File: config.mk
export PLATFORM = sky130hd
export DESIGN_NAME = da2_arbiter
export DESIGN_NICKNAME = d
export VERILOG_FILES = /design/src/rtl/da2_pkg.sv /design/src/rtl/da2_rr_pick.sv /design/src/rtl/da2_arbiter.sv
export SDC_FILE = /design/constraint.sdc
export NUM_CORES = 1
export LEC_CHECK = 0
export CAP_MARGIN = 15
export CORE_AREA = 2 2 70 72
export DETAILED_ROUTE_END_ITERATION = 6
export DIE_AREA = 0 0 72 74
export GPL_TIMING_DRIVEN = 0
export PLACE_DENSITY_LB_ADDON = 0.3
export REMOVE_ABC_BUFFERS = 1
export SYNTH_ARGS = -nofsm -noshare
export SYNTH_HDL_FRONTEND = slang
export SYNTH_SLANG_ARGS = --single-unit
File: constraint.sdc
create_clock -name clk -period 1.8 [get_ports clk]
set_clock_uncertainty 0.1 [all_clocks]
set_input_delay 0.36 -clock clk [delete_from_list [all_inputs] [get_ports clk]]
set_output_delay 0.36 -clock clk [all_outputs]
set_load 0.02 [all_outputs]
File: src/rtl/da2_pkg.sv
// Shared types and constants for the DA2 two-requester arbiter.
package da2_pkg;

    // Width of one DA2 channel sample.
    localparam int DA2_VW  = 12;
    // Number of requesters competing for the serializer.
    localparam int NUM_REQ = 2;

    typedef enum logic [1:0] {
        IDLE,
        ISSUE,
        WAIT_DONE,
        HOLDOFF
    } state_e;

endpackage

File: src/rtl/da2_rr_pick.sv
// Round-robin winner select for two requesters. Purely combinational.
// When both requesters ask, the one that is not the current owner wins.
// A lone requester always wins.
module da2_rr_pick
    import da2_pkg::*;
(
    input  logic [NUM_REQ-1:0] req,
    input  logic               owner,
    output logic               valid,
    output logic               winner
);

    // Select the winner from the request vector and the previous owner.
    always_comb begin
        valid  = |req;
        winner = (req == 2'b11) ? ~owner : req[1];
    end

endmodule

File: src/rtl/da2_arbiter.sv
// Two-requester arbiter in front of a DA2 serializer.
// It grants round-robin, latches the winner's sample pair and pulses
// dac_update. Once the serializer finishes, it acks the owner.
// An optional holdoff gap follows each transfer.
// Optional grant counters are built when DA2_ARBITER_STATS_EN is defined.
module da2_arbiter
    import da2_pkg::*;
#(
    parameter int HOLDOFF_CYCLES = 0,
    parameter int VW             = DA2_VW
) (
    input  logic               clk,
    input  logic               rst,
    input  logic [NUM_REQ-1:0] req,
    input  logic [VW-1:0]      r0_value0,
    input  logic [VW-1:0]      r0_value1,
    input  logic [VW-1:0]      r1_value0,
    input  logic [VW-1:0]      r1_value1,
    output logic [NUM_REQ-1:0] ack,
    output logic [VW-1:0]      dac_value0,
    output logic [VW-1:0]      dac_value1,
    output logic               dac_update,
    input  logic               dac_busy,
    output logic               owner
`ifdef DA2_ARBITER_STATS_EN
    ,
    output logic [15:0]        grant_cnt0,
    output logic [15:0]        grant_cnt1
`endif
);

    // The counter only ever holds HOLDOFF_CYCLES-1, so clog2 of the count is enough.
    localparam int HCW = (HOLDOFF_CYCLES > 1) ? $clog2(HOLDOFF_CYCLES) : 1;

    state_e          state_q, state_d;
    logic            owner_q, owner_d;
    logic [VW-1:0]   val0_q, val0_d;
    logic [VW-1:0]   val1_q, val1_d;
    logic            upd_q, upd_d;
    logic [HCW-1:0]  hcnt_q, hcnt_d;
    logic            pick_valid;
    logic            pick_winner;

    da2_rr_pick u_pick (
        .req    (req),
        .owner  (owner_q),
        .valid  (pick_valid),
        .winner (pick_winner)
    );

    // Next-state, datapath load and ack decode.
    // upd_q is high only in the first WAIT_DONE cycle.
    // That is the cycle in which dac_busy has not risen yet, so it is ignored there.
    always_comb begin
        state_d = state_q;
        owner_d = owner_q;
        val0_d  = val0_q;
        val1_d  = val1_q;
        upd_d   = 1'b0;
        hcnt_d  = hcnt_q;
        ack     = '0;
        case (state_q)
            IDLE: begin
                if (pick_valid) begin
                    owner_d = pick_winner;
                    val0_d  = pick_winner ? r1_value0 : r0_value0;
                    val1_d  = pick_winner ? r1_value1 : r0_value1;
                    state_d = ISSUE;
                end
            end
            ISSUE: begin
                upd_d   = 1'b1;
                state_d = WAIT_DONE;
            end
            WAIT_DONE: begin
                if (!upd_q && !dac_busy) begin
                    ack[owner_q] = 1'b1;
                    if (HOLDOFF_CYCLES > 0) begin
                        hcnt_d  = HCW'(HOLDOFF_CYCLES - 1);
                        state_d = HOLDOFF;
                    end else begin
                        state_d = IDLE;
                    end
                end
            end
            HOLDOFF: begin
                if (hcnt_q == '0) begin
                    state_d = IDLE;
                end else begin
                    hcnt_d = hcnt_q - 1'b1;
                end
            end
            default: state_d = IDLE;
        endcase
    end

    // State and datapath registers. Reset drops any transfer in flight without an ack.
    always_ff @(posedge clk) begin
        if (!rst) begin
            state_q <= IDLE;
            owner_q <= 1'b1;
            val0_q  <= '0;
            val1_q  <= '0;
            upd_q   <= 1'b0;
            hcnt_q  <= '0;
        end else begin
            state_q <= state_d;
            owner_q <= owner_d;
            val0_q  <= val0_d;
            val1_q  <= val1_d;
            upd_q   <= upd_d;
            hcnt_q  <= hcnt_d;
        end
    end

    assign dac_value0 = val0_q;
    assign dac_value1 = val1_q;
    assign dac_update = upd_q;
    assign owner      = owner_q;

`ifdef DA2_ARBITER_STATS_EN
    logic [15:0] cnt0_q, cnt1_q;

    // Per-requester completed-transfer counters. They wrap naturally at 16 bits.
    always_ff @(posedge clk) begin
        if (!rst) begin
            cnt0_q <= '0;
            cnt1_q <= '0;
        end else begin
            if (ack[0]) cnt0_q <= cnt0_q + 16'd1;
            if (ack[1]) cnt1_q <= cnt1_q + 16'd1;
        end
    end

    assign grant_cnt0 = cnt0_q;
    assign grant_cnt1 = cnt1_q;
`endif

endmodule

==> results of run 1 <==
## layout make-up
class / count / area, µm²
Fill cell: 447 / 2261
Timing Repair Buffer: 86 / 845.8
Multi-Input combinational cell: 114 / 802.0
Sequential cell: 28 / 561.8
Tap cell: 54 / 67.56
Clock buffer: 4 / 55.05
Inverter: 1 / 5.005
## state kept, by name, summed over array words and instances (netlist names)
name        cells
owner           1
dac_update      1
dac_value1     12
dac_value0     12
state_q         2
## worst max-delay path by stage
stage,to,slack [ps]
finish,ack[0],20
global route,ack[0],-7
CTS,dac_value0[6],-9
detailed placement,dac_value1[8],-670
global placement,dac_value0[1],-1300
floorplan,dac_value0[0],-150
## where the power goes
| group | internal [µW] | switching, µW | total [µW] |
|---|---|---|---|
| Combinational | 354 | 349 | 703 |
| Clock | 196 | 198 | 393 |
| Sequential | 698 | 48.5 | 746 |
| Total | 1250 | 595 | 1840 |
## worst reg2reg max path, cell delays in order, from the launching register on
cell and delay, ps:
dfxtp_1 360, nor2_4 540, and2_4 430, a311oi_2 140
## cell families after synthesis
| logic type | after synthesis | synth area share [%] |
|---|---|---|
| AO/OA/AOI/OAI | 53 | 35.47 |
| AND/OR/NAND/NOR | 59 | 17.74 |
| flip-flops | 28 | 39.93 |
| buffers and inverters | 15 | 6.863 |
## layer usage
metal	vias up	global-route usage, %
met2	48	28.29
met3	2	1.762
met4	0	5.031
li1	720	-
met1	668	21.50
met5	-	0
## stage by stage
step / power [µW] / instances / utilization, %
2_1_floorplan: 1102 / 141 / -
3_3_place_gp: 1420 / 275 / 47.40
3_5_place_dp: 1429 / 276 / 47.73
4_1_cts: 1839 / 281 / 49.14
5_1_grt: 1943 / 287 / 50.83
6_report: 1843 / 287 / 50.83
## layout by cell type, fill, tap and decap left out, drive strengths merged
cell            n
a21bo           1
or2             1
a21oi          24
dfxtp          28
clkinv          1
and2            3
nor4            1
nand2          48
clkbuf          4
and3            1
buf             8
dlymetal6s2s    2
a21boi          3
o21ai           1
dlygate4sd2     2
nor4b           1
clkdlybuf4s50  74
a311oi         24
nor2            3
nand2b          2
a211o           1
## repair_timing
item | CTS | global route
pin swaps | 2 | 2
endpoints found under the setup margin | 29 | 27
cloned | 1 | 1
resized for setup | 18 | 7
buffers inserted | 0 | 5
==> out/metrics.yaml, run 1 <==
route:
  met1Wirelength_um: 2039
  route.met3.wl_um: 210
  wl_met2_um: 2106
  wirelength_um: 4390
  dr_total_vias: 1438
  viasPerCell: 5.010
  drt_iter0_markers: 61
  drtPass1Iterations: 4
  avgRoutedWirePerCell_um: 15.30
  postRouteAntennaNets: 0
  drc_errors: 0
  top_layer: "met4"
synthesis:
  syn_avg_cell_area_um2: 9.057
  synth-edff-count: 0
  ys_types: 25
  syn_inst: 155
  synth_top_area_share_pct: 39.93
  synthArstFlopShare_pct: 0
  synth_ff_type: "dfxtp_1"
  synthTopCellsByArea: "dfxtp_1 40%, a311oi_2 21%, nand2_1 13%"
  ys_warn_count: 0
  synth.most_common_cell: "nand2_1"
  ys_ff_latch: 28
  ys_seq_area_share_pct: 39.93
  synth_top_area_cell: "dfxtp_1"
  mappedNetlistArea_um2: 1404
  synth_common_cells: "48 x nand2_1, 28 x dfxtp_1, 24 x a21oi_1"
placed_design:
  place_congestion: 0.6860
  portBuffers: 80
  placed_area_um2: 2195
  pre_cts_ws_ps: -670.4
  dp_hpwl_um: 2657
floorplan:
  io_pins: 81
  die_h_um: 74
  die_w_um: 72
  dieArea_um2: 5328
  rows: 25
  start_util_pct: 30.53
  core_um2: 4598
timing:
  worst_pin_slew_ps: 656.6
  setup_viol: 0
  hold_violations: 0
  relSlewSlack_pct: 56.12
  period_share_pct: 98.91
  worst_slack_ps: 19.58
  period_minus_slack_ps: 1780
  slew_viol_final: 0
  fmax_mhz: 561.7
  hold_ws_ps: 425.3
  setup_tns_ps: 0
global_route:
  grt_pass1_wl_um: 6844
  grt_max_degree: 29
  grt_antenna_before_repair: 0
  grt_pass1_vias: 1418
  overflow: 0
  grtUsageTotal_pct: 16.31
min_path:
  min_to: "dac_update"
  holdCritPathClass: "reg2reg"
  min_path_cells: 2
  holdCritStartpoint: "state_q[0]"
worst_setup_path:
  cp_num_cells: 3
  crit_buf_inv: 2
  r2r-start: "state_q[0]"
  crit_chain: "clkdlybuf4s50_1 -> nor4_1 -> buf_2"
  crit_family: "buffers and inverters"
  critPathKind: "in2out"
  cp.required_ps: 1340
  rr_worst_depth: 3
  cp_max_fo: 3
  worstSetupEndpointType: "primary output"
  cpPeakStageDelay_ps: 450
  cp_data_arrival_time_ps: 1320
  r2r_setup_slack_ps: 110
  worstSetupStartpoint: "dac_busy"
  startpoint_type: "primary input"
  cpMaxStageDelayCell: "clkdlybuf4s50_1"
  r2r_end: "dac_value0[11]"
clocking:
  clk_latency_ps: 270
  clockBufferDepth: 2
  cts_buffers: 3
  cts_hold_buf: 0
  cts.reportedPaths.clkPinSlew_ps: 100
  clock-sinks: 28
  root_buffer: "clkbuf_8"
  h-tree-depth: 1
  cts_tree: "built"
run_status:
  status: "finished, final reports clean"
run:
  maxCapViolations: 0
cells_and_area:
  antenna_cells: 0
  design_area_um2: 2337
  area_growth_pct: 66.49
  nets: 287
  drive_gt1_share_pct: 18.03
power_and_ir_drop:
  peakVddDrop_uv: 316.2
  power_density_nw_per_um2: 788.4
  power_leakage_uw: 0.0008862
Note: power is estimated with default switching activity, not from simulation.
==> run 2, diff against run 1 <==
--- a/config.mk
+++ b/config.mk
@@ -10,7 +10,7 @@
 export DETAILED_ROUTE_END_ITERATION = 6
 export DIE_AREA = 0 0 72 74
 export GPL_TIMING_DRIVEN = 0
-export PLACE_DENSITY_LB_ADDON = 0.3
+export PLACE_DENSITY = 0.66
 export REMOVE_ABC_BUFFERS = 1
 export SYNTH_ARGS = -nofsm -noshare
 export SYNTH_HDL_FRONTEND = slang
==> run 2 against run 1 <==
Final cell count decreased by 0.70%. Combinational power increased by 1%. Count of clock-buffer cells in the layout decreased by 1. Critical path depth unchanged. Die area unchanged. Global-route usage decreased by 0.85 points. Maximum frequency increased by 0.46%. Power decreased by 2.8%. Critical path type unchanged. Utilization decreased by 0.35 points. Highest routed layer unchanged. Sequential power about the same. Register-to-register slack improved by 80 ps. Wire length decreased by 1.3%.
==> out/metrics.yaml, run 2 (synthesis results as in run 1) <==
power_and_ir_drop:
  power_leakage_uw: 0.0008620  # -2.7%
  intPower_uw: 1206  # -3.3%
  seqPwrFrac_pct: 41.7  # +1.2 points
  swShare_pct: 32.61  # +0.34 points
  combPwrFrac_pct: 39.7  # +1.5 points
  power_density_nw_per_um2: 771.3  # -2.2%
  switchingPower_uw: 583.8  # -1.8%
  pwr-share-clk_pct: 18.6  # -2.7 points
  peakVddDrop_uv: 322.9  # +2.1%
clocking:
  clk_latency_ps: 270  # about the same
  cts.reportedPaths.clkPinSlew_ps: 90  # about the same
  clock-sinks: 28  # unchanged
  cts_buffers: 3  # unchanged
  clockBufferDepth: 2  # unchanged
  h-tree-depth: 1  # unchanged
  root_buffer: "clkbuf_8"
  cts_tree: "built"
cells_and_area:
  antenna_cells: 0  # unchanged
  layout_common_cells: "76 x clkdlybuf4s50_1, 48 x nand2_1, 28 x dfxtp_1"
  area_growth_pct: 65.33
  final_common_cell: "clkdlybuf4s50_1"
  final_cells: 285  # -0.70%
  design_area_um2: 2321  # -0.70%
  nFillCells: 442  # -1.1%
  drive_gt1_share_pct: 16.88  # -1.1 points
  nets: 286  # -0.35%
worst_setup_path:
  startpoint_type: "primary input"
  r2r_end: "dac_value1[2]"
  worstSetupEndpointType: "primary output"
  r2r-start: "state_q[1]"
  cp_max_fo: 3  # unchanged
  r2r_setup_slack_ps: 190  # +80 ps
  rr_worst_depth: 3  # unchanged
  critPathKind: "in2out"
  cp_data_arrival_time_ps: 1310  # about the same
  cp.required_ps: 1340  # about the same
global_route:
  met2_usage_pct: 27.57  # -0.72 points
  grt_pass1_wl_um: 6596  # -3.6%
  grt_max_degree: 29  # unchanged
  grt_pass1_vias: 1406  # -0.85%
  overflow: 0  # unchanged
  grtUsageTotal_pct: 15.46  # -0.85 points
  use_met3_pct: 2.439  # +0.68 points
  use_met1_pct: 19.43  # -2.1 points
  grt_antenna_before_repair: 0  # unchanged
  grt_most_used_layer: "met2"
route:
  viasPerCell: 5.063  # +1.1%
  dr_total_vias: 1443  # +0.35%
  postRouteAntennaNets: 0  # unchanged
  drtPass1Iterations: 4  # unchanged
  wirelength_um: 4331  # -1.3%
  drc_errors: 0  # unchanged
  drt_iter0_markers: 37  # -39%
  avgRoutedWirePerCell_um: 15.20  # -0.65%
timing:
  worst_slack_ps: 27.78  # +8.208 ps
  hold_violations: 0  # unchanged
  relSlewSlack_pct: 51.47  # -4.7 points
  setup_viol: 0  # unchanged
  period_share_pct: 98.46  # -0.46 points
  hold_ws_ps: 418.7  # -6.599 ps
  period_minus_slack_ps: 1772  # -8.208 ps
  fmax_mhz: 564.3  # +0.46%
  worst_pin_slew_ps: 727.2  # +70.57 ps
  slew_viol_final: 0  # unchanged
run:
  maxCapViolations: 0  # unchanged
min_path:
  holdCritStartpoint: "dac_value1[6]"
  min_path_cells: 2  # unchanged
  min_to: "dac_value1[6]"
  holdCritPathClass: "reg2reg"
floorplan:
  io_pins: 81  # unchanged
  die_h_um: 74  # unchanged
  core_um2: 4598  # unchanged
  start_util_pct: 30.53  # unchanged
  rows: 25  # unchanged
  dieArea_um2: 5328  # unchanged
  die_w_um: 72  # unchanged
placed_design:
  dp_hpwl_um: 2657  # about the same
  dp_cells: 277  # +0.36%
  portBuffers: 80  # unchanged
  pre_cts_ws_ps: -683.8  # -13.37 ps
  place_congestion: 0.6889  # +0.42%
  placed_area_um2: 2210  # +0.68%
run_status:
  status: "finished, final reports clean"
run 2: changes by cell type in the layout (fill, tap and decap cells not counted), sizes merged:
| cell | before | now |
|---|---|---|
| buf | 8 | 6 |
| clkdlybuf4s50 | 74 | 76 |
| a21boi | 3 | 2 |
| and2 | 3 | 4 |
| clkbuf | 4 | 3 |
| dlygate4sd2 | 2 | 1 |
| dlymetal6s2s | 2 | 1 |
| nor2 | 3 | 4 |
run 2: worst max-delay path by stage:
stage | start | end | slack [ps] | cells past startpoint
2_1_floorplan | req[0] | dac_value0[0] | -150 | 3
6_report | dac_busy | ack[1] | 30 | 3
5_1_grt | state_q[1] | ack[1] | -60 | 3
3_3_place_gp | req[0] | dac_value0[4] | -1330 | 4
3_5_place_dp | rst | dac_value1[8] | -680 | 3
4_1_cts | req[0] | owner | 20 | 5
run 2: routing by layer:
layer / vias up / part of all wire (%)
met5: - / 0
met4: 0 / 0.79
met3: 2 / 4.8
met2: 44 / 48
met1: 677 / 46
li1: 720 / -
run 2: cell type report:
cell class,count,area (µm²),area share [%]
Clock buffer,3,41.29,1.779
Inverter,1,5.005,0.2156
Timing Repair Buffer,84,849.6,36.60
Tap cell,54,67.56,2.911
Multi-Input combinational cell,115,797.0,34.34
Sequential cell,28,560.5,24.15
run 2: stage by stage:
stage	setup TNS [ps]	total power, µW	utilization [%]
finish	0	1790	50.48
global route	-63.28	1891	50.48
CTS	0	1787	49.42
detailed placement	-16830	1437	48.05
global placement	-34880	1423	47.40
floorplan	-3545	1102	-
run 2: what timing repair did:
action / CTS / global route
setup endpoints to repair: 29 / 14
hold buffers: 0 / 0
gates cloned: 1 / 2
setup buffers: 1 / 1
resized for setup: 17 / 3
pin swaps: 1 / 1
run 2: power groups by stage:
stage	registers, µW	clock network, µW	logic, µW
floorplan	842	0	261
global placement	752	0	671
detailed placement	755	0	682
CTS	744	347	696
global route	755	372	764
finish	746	333	711
run 2: critical path: stages:
cell and delay, ps:
clkdlybuf4s50_1 460, nor4b_2 290, buf_2 200
==> run 3, diff against run 2 <==
--- a/config.mk
+++ b/config.mk
@@ -6,12 +6,14 @@
 export NUM_CORES = 1
 export LEC_CHECK = 0
 export CAP_MARGIN = 15
-export CORE_AREA = 2 2 70 72
+export CORE_AREA = 2 2 65 67
 export DETAILED_ROUTE_END_ITERATION = 6
-export DIE_AREA = 0 0 72 74
+export DIE_AREA = 0 0 67 69
 export GPL_TIMING_DRIVEN = 0
-export PLACE_DENSITY = 0.66
+export PLACE_DENSITY = 0.7
 export REMOVE_ABC_BUFFERS = 1
 export SYNTH_ARGS = -nofsm -noshare
 export SYNTH_HDL_FRONTEND = slang
+export SYNTH_HIERARCHICAL = 1
 export SYNTH_SLANG_ARGS = --single-unit
+export TNS_END_PERCENT = 5
==> run 3 against run 2 <==
Die area decreased by 13%. Synthesized cell count down 35%. Power fell by 8.6%. Sequential cell count stayed put. Combinational power fell by 25%. Sequential share of layout area grew 1.8 points. Maximum frequency up 0.64%. Critical path depth is the same. Worst hold slack got worse by 52 ps. Count of clock-buffer cells in the layout grew 1. Final cell count is 18% lower. Largest cell class unchanged. Register-to-register slack improved by 140 ps.
==> out/metrics.yaml, run 3 <==
synthesis:
  synthTopCellsByArea: "dfxtp_1 47%, mux2i_1 20%, o2bb2ai_1 17%"
  synth.most_common_cell: "dfxtp_1"
  ys_warn_count: 6  # +6
  syn_avg_cell_area_um2: 11.89  # +31%
  ys_ff_latch: 28  # unchanged
  mappedNetlistArea_um2: 1201  # -14%
  ys_seq_area_share_pct: 46.67  # +6.7 points
  synth-edff-count: 0  # unchanged
  synth_top_area_cell: "dfxtp_1"
  synth_top_area_share_pct: 46.67  # +6.7 points
  ys_types: 20  # -20%
  synth_ff_type: "dfxtp_1"
  synth_common_cells: "28 x dfxtp_1, 24 x mux2i_1, 23 x o2bb2ai_1"
  syn_inst: 101  # -35%
  synthArstFlopShare_pct: 0  # unchanged
timing:
  worst_pin_slew_ps: 361.0  # -366.2 ps
  setup_viol: 0  # unchanged
  setup_tns_ps: 0  # unchanged
  grt_setup_unrepaired: "true"
  relSlewSlack_pct: 75.88  # +24 points
  slew_viol_final: 0  # unchanged
  hold_violations: 0  # unchanged
  period_minus_slack_ps: 1761  # -11.23 ps
  period_share_pct: 97.83  # -0.62 points
  fmax_mhz: 567.9  # +0.64%
worst_setup_path:
  worstSetupEndpointType: "primary output"
  cp_data_arrival_time_ps: 1300  # about the same
  startpoint_type: "primary input"
  r2r_setup_slack_ps: 330  # +140 ps
  cp_max_fo: 3  # unchanged
  worstSetupStartpoint: "dac_busy"
  cp.required_ps: 1340  # about the same
  r2r-start: "owner"
  critPathKind: "in2out"
route:
  viasPerCell: 4.761  # -6.0%
  wirelength_um: 3370  # -22%
  drtPass1Iterations: 4  # unchanged
  dr_total_vias: 1114  # -23%
  avgRoutedWirePerCell_um: 14.40  # -5.2%
  postRouteAntennaNets: 0  # unchanged
  drt_iter0_markers: 16  # -57%
  drc_errors: 0  # unchanged
cells_and_area:
  area_growth_pct: 79.90
  multi_input_area_um2: 601.8  # -24%
  nFillCells: 346  # -22%
  nets: 238  # -17%
  antenna_cells: 0  # unchanged
  final_common_cell: "clkdlybuf4s50_1"
  layout_common_cells: "76 x clkdlybuf4s50_1, 27 x dfxtp_1, 24 x mux2i_1"
  seq_area_um2: 561.8  # +0.22%
  drive_gt1_share_pct: 10.87  # -6.0 points
power_and_ir_drop:
  p_total_uw: 1637  # -8.6%
  seqPwrFrac_pct: 44.4  # +2.7 points
  peakVddDrop_uv: 396.2  # +23%
  power_leakage_uw: 0.0008305  # -3.7%
  switchingPower_uw: 452.6  # -22%
  swShare_pct: 27.65  # -5.0 points
  pwr-share-clk_pct: 23.2  # +4.6 points
  power_density_nw_per_um2: 757.6  # -1.8%
  intPower_uw: 1185  # -1.8%
  combPwrFrac_pct: 32.5  # -7.2 points
run_status:
  status: "finished, final reports clean"
placed_design:
  portBuffers: 80  # unchanged
  place_congestion: 0.6549  # -4.9%
  dp_hpwl_um: 2493  # -6.2%
global_route:
  grt_pass1_wl_um: 5119  # -22%
  grt_pass1_vias: 1149  # -18%
  grt_antenna_before_repair: 0  # unchanged
  overflow: 0  # unchanged
  grtUsageTotal_pct: 13.99  # -1.5 points
  grt_max_degree: 26  # -10%
clocking:
  clock-sinks: 28  # unchanged
  h-tree-depth: 1  # unchanged
  clk_latency_ps: 270  # about the same
  cts_buffers: 3  # unchanged
  cts.reportedPaths.clkPinSlew_ps: 90  # about the same
  root_buffer: "clkbuf_8"
  cts_tree: "built"
  clockBufferDepth: 2  # unchanged
floorplan:
  die_h_um: 69  # -6.8%
  die_w_um: 67  # -6.9%
  dieArea_um2: 4623  # -13%
  io_pins: 81  # unchanged
  rows: 23  # -8.0%
  core_um2: 3914  # -15%
  start_util_pct: 30.69  # +0.16 points
min_path:
  holdCritStartpoint: "dac_value0[7]"
  holdCritPathClass: "reg2reg"
run:
  maxCapViolations: 0  # unchanged
run 3: cell count changes after synthesis, sizes merged, moves of 3 or more:
cell     delta
nand2      -47
a311oi     -24
mux2i      +24
o2bb2ai    +24
a21oi      -23
clkbuf      -6
inv         +3
run 3: cell families after synthesis:
group | share of synthesized area (%)
flip-flops | 46.67
AO/OA/AOI/OAI | 19.90
buffers and inverters | 6.562
multiplexers | 20.00
AND/OR/NAND/NOR | 6.877
run 3: final cells by class:
cell class,count,area share (%)
clock buffers,4,2.548
repair buffers,85,40.19
inverters,3,0.5211
flip-flops and latches,28,26.00
multi-input cells,64,27.85
well taps,50,2.895
run 3: per-layer routing:
layer | vias up | wire length [µm] | global-route usage [%]
met5 | - | 0 | 0
met4 | 0 | 4 | 3.401
met2 | 44 | 1731 | 26.18
met1 | 522 | 1384 | 15.18
met3 | 2 | 250 | 3.426
li1 | 546 | - | -
run 3: worst paths after layout:
| path | cells after the start | end |
|---|---|---|
| worst max-delay path | 3 | ack[1] |
| worst min-delay path | 1 | dac_value0[7] |
| worst max register to register | 4 | dac_value0[8] |
| worst min register to register | 1 | dac_value0[7] |
run 3: repair_timing:
action                     CTS  global route
hold buffers                 0             0
pin swaps                    0             1
gates cloned                 0             1
setup endpoints to repair   27            27
buffers inserted             0             4
resized for setup           14             4
run 3: power by group through the flow:
| stage | registers [µW] | clock network (µW) | logic (µW) |
|---|---|---|---|
| detailed placement | 740 | 0 | 504 |
| global route | 736 | 429 | 566 |
| CTS | 727 | 397 | 508 |
| finish | 727 | 379 | 532 |
| floorplan | 811 | 0 | 147 |
| global placement | 735 | 0 | 487 |
run 3: worst max-delay path: stages:
cell and delay, ps:
clkdlybuf4s50_1 460, nor4_2 270, buf_2 210
run 3: per-stage QoR:
stage | setup WS, ps | hold slack [ps] | instance area [µm²] | std cells | util, %
2_1_floorplan | -955.7 | 381.7 | 1134 | 94 | -
3_3_place_gp | -1912 | 344.0 | 1997 | 224 | 51.02
3_5_place_dp | -594.9 | 346.2 | 2036 | 225 | 52.01
4_1_cts | -6.326 | 374.6 | 2100 | 229 | 53.64
5_1_grt | -4.017 | 389.6 | 2161 | 234 | 55.21
6_report | 39.01 | 366.9 | 2161 | 234 | 55.21
